**config.mk**
```make
export PLATFORM = sky130hd
export DESIGN_NAME = opb_register_simulink2ppc_latched
export DESIGN_NICKNAME = d
export VERILOG_FILES = /design/src/rtl/opb_register_simulink2ppc_latched.sv
export SDC_FILE = /design/constraint.sdc
export NUM_CORES = 1
export LEC_CHECK = 0
export BUFFER_PORTS_ARGS = -buffer_cell sky130_fd_sc_hd__clkbuf_2
export CORE_UTILIZATION = 49
export CTS_CLUSTER_SIZE = 8
export DETAILED_ROUTE_END_ITERATION = 8
export HOLD_SLACK_MARGIN = 0.02
export PLACE_DENSITY = 0.83
export RECOVER_POWER = 50
export SLEW_MARGIN = 20
export SYNTH_ARGS = -nofsm -noshare
export SYNTH_HDL_FRONTEND = slang
export SYNTH_SLANG_ARGS = --single-unit
```
**constraint.sdc**
```tcl
create_clock -name OPB_Clk -period 2.1 [get_ports OPB_Clk]
set_input_delay 0 -clock OPB_Clk [delete_from_list [all_inputs] [get_ports OPB_Clk]]
set_output_delay 0 -clock OPB_Clk [all_outputs]
set_load 0.05 [all_outputs]
```
**src/rtl/opb_register_simulink2ppc_latched.sv**
```systemverilog
// ---------------------------------------------------------------------------
// opb_register_simulink2ppc_latched: fabric-to-PPC latched word over OPB, rev 1.0
// ---------------------------------------------------------------------------
`default_nettype none

module opb_register_simulink2ppc_latched #(
  parameter logic [31:0] C_BASEADDR   = 32'h01001200,
  parameter logic [31:0] C_HIGHADDR   = 32'h010012FF,
  parameter int          C_OPB_AWIDTH = 32,
  parameter int          C_OPB_DWIDTH = 32,
  parameter string       C_FAMILY     = "virtex5"
) (
  input  logic        OPB_Clk,
  input  logic        OPB_Rst_n,
  input  logic [0:31] OPB_ABus,
  input  logic [0:3]  OPB_BE,
  input  logic [0:31] OPB_DBus,
  input  logic        OPB_RNW,
  input  logic        OPB_select,
  input  logic        OPB_seqAddr,
  output logic [0:31] Sl_DBus,
  output logic        Sl_xferAck,
  output logic        Sl_errAck,
  output logic        Sl_retry,
  output logic        Sl_toutSup,
  input  logic [31:0] user_data_in,
  input  logic        user_data_valid,
  output logic        user_data_taken
);

  typedef enum logic [1:0] {
    ST_IDLE = 2'd0,
    ST_ACK  = 2'd1,
    ST_WAIT = 2'd2
  } state_t;

  state_t      state_q;
  logic        ack_q;
  logic [31:0] dbus_q;
  logic        taken_q;

  logic [31:0] data_q, data_d;
  logic        new_flag_q, new_flag_d;
  logic [15:0] ovr_cnt_q, ovr_cnt_d;
  logic        freeze_q, freeze_d;

  // [0:31] buses map MSB-first onto these [31:0] vectors, giving OPB bit i = bit (31-i).
  logic [31:0] w_addr;
  logic [31:0] w_wdata;
  logic [31:0] w_offset;
  logic        w_hit;
  logic        w_start;
  logic        w_sel_data;
  logic        w_sel_status;
  logic        w_sel_ctrl;
  logic        w_data_rd;
  logic        w_ctrl_wr;
  logic        w_ovr_inc;
  logic [31:0] w_rdata;

  assign w_addr   = OPB_ABus;
  assign w_wdata  = OPB_DBus;
  assign w_offset = w_addr - C_BASEADDR;
  assign w_hit    = OPB_select && (w_addr >= C_BASEADDR) && (w_addr <= C_HIGHADDR);
  assign w_start  = (state_q == ST_IDLE) && w_hit;

  assign w_sel_data   = (w_offset[31:2] == 30'd0);
  assign w_sel_status = (w_offset[31:2] == 30'd1);
  assign w_sel_ctrl   = (w_offset[31:2] == 30'd2);

  assign w_data_rd = w_start && OPB_RNW && w_sel_data;
  assign w_ctrl_wr = w_start && !OPB_RNW && w_sel_ctrl;

  always_comb begin
    w_rdata = 32'd0;
    if (w_sel_data)        w_rdata = data_q;
    else if (w_sel_status) w_rdata = {new_flag_q, 15'd0, ovr_cnt_q};
    else if (w_sel_ctrl)   w_rdata = {31'd0, freeze_q};
  end

  // A frozen capture always counts as an overrun; a same-cycle DATA read consumes the old word.
  assign w_ovr_inc = user_data_valid && (freeze_q || (new_flag_q && !w_data_rd));

  always_comb begin
    data_d     = data_q;
    new_flag_d = new_flag_q;
    ovr_cnt_d  = ovr_cnt_q;
    freeze_d   = freeze_q;
    if (user_data_valid && !freeze_q) begin
      data_d     = user_data_in;
      new_flag_d = 1'b1;
    end else if (w_data_rd) begin
      new_flag_d = 1'b0;
    end
    if (w_ovr_inc && (ovr_cnt_q != 16'hFFFF)) ovr_cnt_d = ovr_cnt_q + 16'd1;
    if (w_ctrl_wr) begin
      freeze_d = w_wdata[0];
      if (w_wdata[1]) ovr_cnt_d = 16'd0;
    end
  end

  always_ff @(posedge OPB_Clk or negedge OPB_Rst_n) begin
    if (!OPB_Rst_n) begin
      data_q     <= 32'd0;
      new_flag_q <= 1'b0;
      ovr_cnt_q  <= 16'd0;
      freeze_q   <= 1'b0;
    end else begin
      data_q     <= data_d;
      new_flag_q <= new_flag_d;
      ovr_cnt_q  <= ovr_cnt_d;
      freeze_q   <= freeze_d;
    end
  end

  always_ff @(posedge OPB_Clk or negedge OPB_Rst_n) begin
    if (!OPB_Rst_n) begin
      state_q <= ST_IDLE;
      ack_q   <= 1'b0;
      dbus_q  <= 32'd0;
      taken_q <= 1'b0;
    end else begin
      ack_q   <= 1'b0;
      dbus_q  <= 32'd0;
      taken_q <= 1'b0;
      case (state_q)
        ST_IDLE: begin
          if (w_hit) begin
            state_q <= ST_ACK;
            ack_q   <= 1'b1;
            dbus_q  <= OPB_RNW ? w_rdata : 32'd0;
            taken_q <= w_data_rd;
          end
        end
        ST_ACK:  state_q <= ST_WAIT;
        ST_WAIT: if (!OPB_select) state_q <= ST_IDLE;
        default: state_q <= ST_IDLE;
      endcase
    end
  end

  assign Sl_DBus         = dbus_q;
  assign Sl_xferAck      = ack_q;
  assign Sl_errAck       = 1'b0;
  assign Sl_retry        = 1'b0;
  assign Sl_toutSup      = 1'b0;
  assign user_data_taken = taken_q;

  logic unused_ok;
  assign unused_ok = &{1'b0, OPB_BE, OPB_seqAddr, w_wdata[31:2], w_offset[1:0]};

endmodule

`default_nettype wire
```
==> results.cfg, run 1 <==
[sta]
finalCritPeriodShare_pct = 93.8
drv_slew = 0
maxSlewHeadroom_pct = 22.1
hold_violations = 0
tns_ns = 0
tightest_slew_ns = 1.17
setup_viol = 0
clock.fmax_mhz = 508
min_period_ns = 1.97
grt_setup_unrepaired = no
clock-skew-final_ns = 0.00899

[run_status]
status = completed

[synth]
syn_area_per_cell_um2 = 11.7
ys_ff_latch = 86
syn_area_um2 = 3810
yosysUniqueCellTypes = 46
synth_edf_count = 0
async_reset_ff_share_pct = 100
ys.flop_type = dfrtp_1
synthCells = 325
ys_seq_area_share_pct = 56.5
ys_warn_count = 0

[layout]
nFillCells = 562
drive_above_1_share_pct = 31.1
n_antenna_cell = 0
regArea_um2 = 2150
layout.nets = 582
layout_commonest_cell = dfrtp_1
stdcell_area_um2 = 5030
synthToLayoutAreaGrowth_pct = 32.2
multi_input_area_um2 = 1550
final_cell_mix = 86 x dfrtp_1, 84 x clkbuf_2, 38 x dlygate4sd3_1, 34 x mux2_2, 31 x nor2_1

[grt]
antenna_found_initial = 0
grt_pass1_vias = 3043
track_usage_pct = 21.8
grt_pass1_wl_um = 14000
grt-ovfl-total = 0
grt_max_degree = 48

[placed_design]
dp_hpwl_um = 5760
placed_cell_area_um2 = 4480
port_buffers = 102
place_congestion = 0.864

[power]
p_leak_uw = 0.00237
powerDensity_nw_per_um2 = 713
vdd_drop_max_uv = 364
fin_total_pwr_uw = 3590

[critical_path]
critPathKind = flip-flop to flip-flop
max_stage_delay_ns = 0.39
crit_start = state_q[0]
cp_data_required_time_ns = 2.35
cp_slowest_cell = dfrtp_1
crit_arrival_ns = 2.22
r2r_end = Sl_DBus[19]
end_kind = flip-flop
cp_cell_sequence = nor2b_1 -> nand4b_1 -> nor4_4 -> and3_1 -> buf_12 -> nand2_1 -> o21ai_0
reg2reg_slack_ns = 0.13
start_kind = flip-flop
reg2regPathDepth = 7
r2r_start = state_q[0]
cp_max_fo = 30

[cts]
clock_latency_ns = 0.35
cts_buffers = 9
cts.sinks = 86
clkTransAtPathRegs_ns = 0.09
htree_levels = 3
cts_tree = yes
cts_buffer_depth = 2
cts_root_buf = clkbuf_8

[floorplanning]
ioPinCount = 143
start_util_pct = 51.6
core_area_um2 = 7370
die_area_um2 = 8120
fp.dieH_um = 90.1
rows = 31
die_w_um = 90.1

[detailed_routing]
wl_per_cell_um = 14.5
wl_um = 8390
drtIter0Drc = 157
vias_per_cell = 5.26
vias = 3042
drt_first_pass_iters = 4
drtAntennaViolNets = 0
drc = 0

[hold_path]
hold_end = Sl_xferAck
hold_start = OPB_ABus[18]
worst_hold_path.num_cells = 3
min_path_type = input port to flip-flop

[run]
max_cap_viol_count = 0
## critical path: cells and delay by family, from the launching register on
| family | cells | cell delay [ns] |
|---|---|---|
| flip-flops | 1 | 0.39 |
| AND/OR/NAND/NOR | 5 | 1.18 |
| buffers and inverters | 1 | 0.21 |
| AO/OA/AOI/OAI | 1 | 0.09 |
## registers in the layout, indices dropped and copies added, names as in the netlist
register and flops:
freeze_q 1, data_q 32, state_q 2, ovr_cnt_q 16, new_flag_q 1, Sl_xferAck 1
user_data_taken 1, Sl_DBus 32
## kinds of logic (layout without fill, tap and decap cells)
family | count (synthesis) | in the layout | synth area share [%]
mux | 36 | 36 | 10.6
buf+inv | 25 | 177 | 3.22
other cells | 1 | 3 | 0.0985
xor+xnor | 14 | 14 | 3.22
flops | 86 | 86 | 56.5
compound gates | 33 | 33 | 6.94
fa+ha+maj | 2 | 2 | 0.657
simple gates | 128 | 128 | 18.7
## cells in the mapped netlist (3+ instances only)
cell      number  area [um^2]
a22o_1        13          114
and2_1        15         93.8
and3_1         4         25.0
buf_2          5         25.0
buf_4          6         45.0
clkbuf_1       4         15.0
dfrtp_1       86         2150
inv_1          9         33.8
mux2_2        34          383
nand2_1       20         75.1
nand3_1        8         40.0
nand4_1       11         68.8
nor2_1        31          116
nor2b_1        4         25.0
nor3_1        12         60.1
nor4_1         3         18.8
nor4b_1        5         43.8
o21ai_0        6         30.0
xnor2_1       14          123
## report_power, final
part	total [uW]	switching (uW)	internal, uW
logic	493	231	262
registers	1910	128	1780
clock network	1190	569	620
## per-layer routing
layer | up-vias | wire length, um | track usage (%)
met3 | 9 | 380 | 4.65
li1 | 1445 | - | -
met5 | - | 0 | 0
met1 | 1488 | 3610 | 27.2
met4 | 0 | 91 | 6.45
met2 | 100 | 4310 | 38.2
## through the flow
stage | setup slack [ns] | instances | hold slack, ns | util (%)
2_1_floorplan | 0.335 | 327 | -0.296 | -
3_3_place_gp | 0.240 | 524 | 0.0331 | 60.8
3_5_place_dp | 0.181 | 524 | 0.0389 | 60.8
4_1_cts | 0.128 | 578 | 0.0271 | 68.8
5_1_grt | 0.0200 | 578 | 0.0546 | 68.3
6_report | 0.131 | 578 | 0.0495 | 68.3
## layout make-up
| class | count | area share [%] |
|---|---|---|
| Clock buffer | 12 | 3.08 |
| Clock inverter | 4 | 1.04 |
| Inverter | 10 | 0.746 |
| Multi-Input combinational cell | 216 | 30.7 |
| Sequential cell | 86 | 42.8 |
| Tap cell | 99 | 2.46 |
| Timing Repair Buffer | 151 | 19.2 |
## worst max path at each step
stage / endpoint / slack (ns) / depth (start not counted)
finish: Sl_DBus[19] / 0.13 / 7
CTS: Sl_DBus[19] / 0.13 / 7
detailed placement: Sl_DBus[19] / 0.18 / 7
global placement: Sl_DBus[19] / 0.24 / 7
global route: Sl_DBus[26] / 0.02 / 7
floorplan: Sl_DBus[31] / 0.33 / 7
## timing repair
item / in CTS / in global routing
resized for setup: 0 / 0
hold buffers: 38 / 0
setup buffers: 0 / 0
endpoints found under the hold margin: 79 / 0
Power figures use the tool's default switching activity.
==> inputs of run 2 (changes only) <==
--- a/config.mk
+++ b/config.mk
@@ -5,8 +5,9 @@
 export SDC_FILE = /design/constraint.sdc
 export NUM_CORES = 1
 export LEC_CHECK = 0
+export ABC_AREA = 1
 export BUFFER_PORTS_ARGS = -buffer_cell sky130_fd_sc_hd__clkbuf_2
-export CORE_UTILIZATION = 49
+export CORE_UTILIZATION = 52
 export CTS_CLUSTER_SIZE = 8
 export DETAILED_ROUTE_END_ITERATION = 8
 export HOLD_SLACK_MARGIN = 0.02
==> constraint.sdc (replaced) <==
create_clock -name OPB_Clk -period 2.2 [get_ports OPB_Clk]
set_input_delay 0 -clock OPB_Clk [delete_from_list [all_inputs] [get_ports OPB_Clk]]
set_output_delay 0 -clock OPB_Clk [all_outputs]
set_load 0.05 [all_outputs]
==> run 2 against run 1 <==
The run now ends with design-rule violations left. Combinational power up 42%. Total power up 7.9%. Critical path depth up 6. Register-to-register slack worse by 0.04 ns. Hold slack worse by 0.021 ns. Critical path type unchanged. Largest cell class is now multi-input gates.
==> results.cfg, run 2 <==
[run_status]
status = finished, violations left
failed_checks = design-rule violations

[sta]
setup_viol = 0
min_period_ns = 2.11
clock.fmax_mhz = 475
clock-skew-final_ns = 0.00900
maxSlewHeadroom_pct = 17.0
drv_slew = 0
timing.hold.ws_ns = 0.0286
finalCritPeriodShare_pct = 95.7
tns_ns = 0
tightest_slew_ns = 1.25
hold_violations = 0

[synth]
synthAdderAreaFrac_pct = 0.522
syn_area_per_cell_um2 = 7.46
netlist.area_leader.share_pct = 44.9
synth-simple-area-share_pct = 35.9
synth_compound_area_share_pct = 4.36
synth_most_common_cell = nand2_1
synthCells = 643
syn_area_um2 = 4790
ys_seq_area_share_pct = 44.9
yosys.area.top_type = dfrtp_1
ys_warn_count = 0
synth.mux.area_fraction_pct = 3.76
ys.flop_type = dfrtp_1
yosys-top-cells-count = 156 x nand2_1, 112 x nor2_1, 86 x dfrtp_1
yosysUniqueCellTypes = 38
synth_edf_count = 0
synth-xor-area-share_pct = 1.46
ys_ff_latch = 86
async_reset_ff_share_pct = 100
synth_top_family_by_area = simple AND/OR/NAND/NOR gates
synth_top_cells_by_area = dfrtp_1 45%, nand2_1 12%, nor2_1 8.8%

[layout]
synthToLayoutAreaGrowth_pct = 27.8
layout_commonest_cell = nand2_1
n_antenna_cell = 0
layout.nets = 903
final_cell_mix = 155 x nand2_1, 112 x nor2_1, 88 x clkbuf_2, 86 x dfrtp_1, 82 x inv_1
drive_above_1_share_pct = 20.4

[grt]
track_usage_pct = 28.5
antenna_found_initial = 0
grt_pass1_wl_um = 21700
grt-ovfl-total = 0
grt_max_degree = 50
grt_pass1_vias = 4725

[run]
max_cap_viol_count = 0

[floorplanning]
core_area_um2 = 8810
start_util_pct = 54.4
rows = 34
ioPinCount = 143
die_area_um2 = 9610
die_w_um = 98.0
fp.dieH_um = 98.0

[power]
vdd_drop_max_uv = 297
powerDensity_nw_per_um2 = 632
p_leak_uw = 0.00343

[cts]
cts.sinks = 86
cts_tree = yes
cts_buffers = 9
cts_buffer_depth = 2
htree_levels = 3
clkTransAtPathRegs_ns = 0.10
clock_latency_ns = 0.36
cts_root_buf = clkbuf_8

[detailed_routing]
wl_um = 13300
drtAntennaViolNets = 0
wl_per_cell_um = 14.6
vias = 4793
drt_first_pass_iters = 7
vias_per_cell = 5.28
drc = 11
drtIter0Drc = 330

[critical_path]
crit_arrival_ns = 2.35
critPathKind = flip-flop to flip-flop
end_kind = flip-flop
cp_max_fo = 7
start_kind = flip-flop
cp_data_required_time_ns = 2.44

[placed_design]
dp_hpwl_um = 9080
port_buffers = 104
place_congestion = 0.950

[hold_path]
min_path_type = input port to flip-flop
[run 2: worst paths after layout]
kind,from,to,slack (ns),cells after the start
setup / recovery,ovr_cnt_q[0],ovr_cnt_q[6],0.09,13
hold / removal,OPB_DBus[30],ovr_cnt_q[11],0.03,4
hold reg to reg,data_q[12],Sl_DBus[19],0.47,2
min in group asynchronous,OPB_Rst_n,Sl_DBus[7],0.46,2
max in group asynchronous,OPB_Rst_n,ovr_cnt_q[5],0.96,3
setup reg to reg,ovr_cnt_q[0],ovr_cnt_q[6],0.09,13
[run 2: repair_timing]
item / 4_1_cts / 5_1_grt
hold buffers: 35 / 0
endpoints found under the hold margin: 82 / 0
endpoints found under the setup margin: 0 / 4
buffers inserted: 0 / 3
gates resized for setup: 0 / 1
[run 2: metrics by stage]
step / total power (uW) / setup WS, ns / cells / util [%] / instance area (um^2)
CTS: 3830 / 0.156 / 905 / 69.6 / 6130
global route: 4030 / -0.0818 / 908 / 69.6 / 6130
detailed placement: 2420 / -0.0430 / 854 / 62.8 / 5530
global placement: 2390 / 0.0970 / 854 / 62.8 / 5530
finish: 3870 / 0.0943 / 908 / 69.6 / 6130
floorplan: 2190 / 0.386 / 645 / - / 4800
[run 2: layer usage]
metal / vias up / global-route usage [%] / part of all wire (%)
met5: - / 0 / 0
met2: 179 / 52.2 / 51
met3: 31 / 4.08 / 4.9
met4: 0 / 10.5 / 2.7
met1: 2249 / 33.7 / 41
li1: 2334 / - / -
[run 2: worst max-delay path, cell delays in order, from the launching register on]
cell and delay [ns]:
dfrtp_1 0.41, ha_1 0.20, nand3_1 0.13, inv_1 0.11, nand2_1 0.08, inv_1 0.07
nand3_1 0.09, nor2_1 0.20, nand2_2 0.16, buf_4 0.20, nand4_1 0.14, nand2_1 0.08
nand2_1 0.07, nor2_1 0.05
[run 2: cell families (layout without fill, tap and decap cells)]
group                    Yosys count  in the layout
multiplexers                      16             16
AO/OA/AOI/OAI                     40             40
AND/OR/NAND/NOR                  384            384
buffers and inverters            106            261
other                              1              3
flip-flops                        86             86
XOR/XNOR                           8              8
adder cells (fa/ha/maj)            2              2
[run 2: power by group]
| part | switching (uW) | total, uW | internal, uW | leakage [uW] |
|---|---|---|---|---|
| sequential | 125 | 1790 | 1670 | 0.00106 |
| combinational | 422 | 700 | 278 | 0.00224 |
| clock | 605 | 1380 | 772 | 0.000126 |
| total | 1150 | 3870 | 2720 | 0.00343 |
[run 2: area by class of cell]
class / instances / area [um^2]
Fill cell: 670 / 2680
Multi-Input combinational cell: 453 / 2220
Sequential cell: 86 / 2150
Timing Repair Buffer: 157 / 1030
Inverter: 88 / 335
Tap cell: 108 / 135
Clock inverter: 7 / 128
Clock buffer: 9 / 124
==> inputs of run 3 (changes only) <==
--- a/config.mk
+++ b/config.mk
@@ -7,11 +7,11 @@
 export LEC_CHECK = 0
 export ABC_AREA = 1
 export BUFFER_PORTS_ARGS = -buffer_cell sky130_fd_sc_hd__clkbuf_2
-export CORE_UTILIZATION = 52
+export CORE_UTILIZATION = 35
 export CTS_CLUSTER_SIZE = 8
 export DETAILED_ROUTE_END_ITERATION = 8
 export HOLD_SLACK_MARGIN = 0.02
-export PLACE_DENSITY = 0.83
+export PLACE_DENSITY = 0.61
 export RECOVER_POWER = 50
 export SLEW_MARGIN = 20
 export SYNTH_ARGS = -nofsm -noshare
==> constraint.sdc (replaced) <==
create_clock -name OPB_Clk -period 2.6 [get_ports OPB_Clk]
set_input_delay 0 -clock OPB_Clk [delete_from_list [all_inputs] [get_ports OPB_Clk]]
set_output_delay 0 -clock OPB_Clk [all_outputs]
set_load 0.05 [all_outputs]
==> run 3 against run 2 <==
The run ends with max-capacitance violations, max-slew violations left. Register-to-register slack gained 0.50 ns. Final cell count grew 6.1%. Wire length shrank 11%. Sequential cell count is the same. Final area shrank 0.86%. Die area grew 47%. Clock skew shrank 0.0026 ns. Sequential share of layout area grew 0.30 points. Non-clock buffer count shrank 13. Sequential power shrank 15%. Clock power shrank 15%. Critical path type is now input port to flip-flop. Highest routed layer unchanged.
==> results.cfg, run 3 (synthesis gave the netlist of run 2 again) <==
[run_status]
status = finished, violations left
failed_checks = max-capacitance violations, max-slew violations

[critical_path]
cp_cell_sequence = clkbuf_2 -> inv_1 -> ha_1 -> nand2_1 -> a21oi_1 -> nand2_1 -> nand2_1 -> nand2_1 -> nand2_1 -> nand2_1 -> nor2_1 -> nand2_1 -> nor2_1 -> nand4_1 -> nand2_1 -> nand2_2 -> buf_4 -> nand4_1 -> nand2_1 -> nand2_1 -> nor2_1
start_kind = input port
critPathKind = input port to flip-flop
cp_max_fo = 9
max_stage_delay_ns = 0.20
cp_data_required_time_ns = 2.83
end_kind = flip-flop
cp_slowest_cell = buf_4
cpMostUsedCell = nand2_1
crit_arrival_ns = 2.26

[floorplanning]
die_area_um2 = 14200
die_w_um = 119
ioPinCount = 143
core_area_um2 = 13300
start_util_pct = 36.1
rows = 42
fp.dieH_um = 119

[sta]
tns_ns = 0
min_period_ns = 2.03
clock-skew-final_ns = 0.00638
maxSlewHeadroom_pct = -23.5
hold_violations = 0
drv_slew = 87
finalCritPeriodShare_pct = 78.1
clock.fmax_mhz = 493
tightest_slew_ns = 1.85
setup_ws_ns = 0.570
grt_setup_unrepaired = no
setup_viol = 0

[layout]
post-route-util_pct = 45.7
synthToLayoutAreaGrowth_pct = 26.7
n_antenna_cell = 0
layout.nets = 890
final_cells = 963
multi_input_area_um2 = 2220
regArea_um2 = 2150
layout_commonest_cell = nand2_1
final_cell_mix = 155 x nand2_1, 112 x nor2_1, 86 x dfrtp_1, 82 x inv_1, 79 x clkbuf_2
drive_above_1_share_pct = 17.9
nFillCells = 1348

[cts]
ctsHoldBuffers = 34
cts_root_buf = clkbuf_16
cts_tree = yes
cts.sinks = 86
cts_setup_buffers = 0
cts_buffers = 9
cts_resized = 0
cts_buffer_depth = 2
clock_latency_ns = 0.33
htree_levels = 3
clkTransAtPathRegs_ns = 0.06

[power]
powerDensity_nw_per_um2 = 531
p_switching_uw = 929
seqPwrFrac_pct = 47.0
intPower_uw = 2300
p_leak_uw = 0.00332
vdd_drop_max_uv = 311
comb_power_share_pct = 16.8
p_sw_share_pct = 28.8
pwr-share-clk_pct = 36.2

[detailed_routing]
wl_um = 11900
vias_per_cell = 4.59
wl_per_cell_um = 12.3
vias = 4418
drt_first_pass_iters = 4
drtIter0Drc = 216
drtAntennaViolNets = 0
drc = 0

[grt]
grt-ovfl-total = 0
track_usage_pct = 17.5
antenna_found_initial = 0
grt_max_degree = 87
grt_pass1_wl_um = 20100
grt_pass1_vias = 4196

[placed_design]
dp_slack_ns = 0.243
port_buffers = 104
placed_cells = 913
place_congestion = 0.921
dp_hpwl_um = 8660

[hold_path]
min_path_type = input port to flip-flop

[run]
max_cap_viol_count = 1
-- run 3: cell count changes in the layout (fill, tap and decap cells not counted), sizes merged --
cell | before | now
buf | 17 | 7
dlygate4sd3 | 35 | 34
clkbuf | 114 | 116
inv | 90 | 87
clkinvlp | 0 | 2
bufinv | 3 | 0
-- run 3: metrics by stage --
| stage | area (um^2) | total power (uW) | hold slack, ns |
|---|---|---|---|
| floorplan | 4800 | 1850 | -0.296 |
| global placement | 5500 | 2030 | 0.234 |
| global route | 6070 | 3410 | 0.0851 |
| finish | 6070 | 3230 | 0.0392 |
| detailed placement | 5500 | 2040 | 0.239 |
| CTS | 6110 | 3260 | 0.0299 |
-- run 3: path summary, 6_finish.rpt --
kind | startpoint | endpoint | slack (ns) | depth (start not counted)
max | OPB_ABus[22] | ovr_cnt_q[14] | 0.57 | 21
min | OPB_select | state_q[1] | 0.04 | 4
max reg2reg | ovr_cnt_q[0] | ovr_cnt_q[0] | 0.59 | 11
min reg2reg | data_q[7] | Sl_DBus[24] | 0.46 | 2
max in group asynchronous | OPB_Rst_n | data_q[25] | 0.78 | 2
min in group asynchronous | OPB_Rst_n | Sl_DBus[16] | 0.74 | 2
-- run 3: power groups by stage --
| stage | clock [uW] | combinational, uW | sequential (uW) |
|---|---|---|---|
| 2_1_floorplan | 0 | 344 | 1500 |
| 3_3_place_gp | 0 | 495 | 1540 |
| 3_5_place_dp | 0 | 499 | 1540 |
| 4_1_cts | 1200 | 543 | 1520 |
| 5_1_grt | 1250 | 629 | 1530 |
| 6_report | 1170 | 541 | 1520 |
-- run 3: metal layers --
metal  wire (um)  GRT usage, %  up-vias
li1            -             -     2310
met1        5890          24.9     1995
met2        5360          27.5      104
met3         477          2.54        9
met4         123          5.14        0
met5           0             0        -
-- run 3: final cells by class --
class                      count  share of cell area, %
clock buffer                  13                   4.12
clock inverter                 3                  0.330
inverter                      88                   5.52
multi-input combinational    453                   36.6
sequential                    86                   35.4
tap                          176                   3.63
timing repair buffer         144                   14.4
-- run 3: critical path, delay by kind of cell --
kind / cells / cell delay [ns]
AO/OA/AOI/OAI: 1 / 0.14
AND/OR/NAND/NOR: 16 / 1.54
adder cells (fa/ha/maj): 1 / 0.18
buffers and inverters: 3 / 0.40
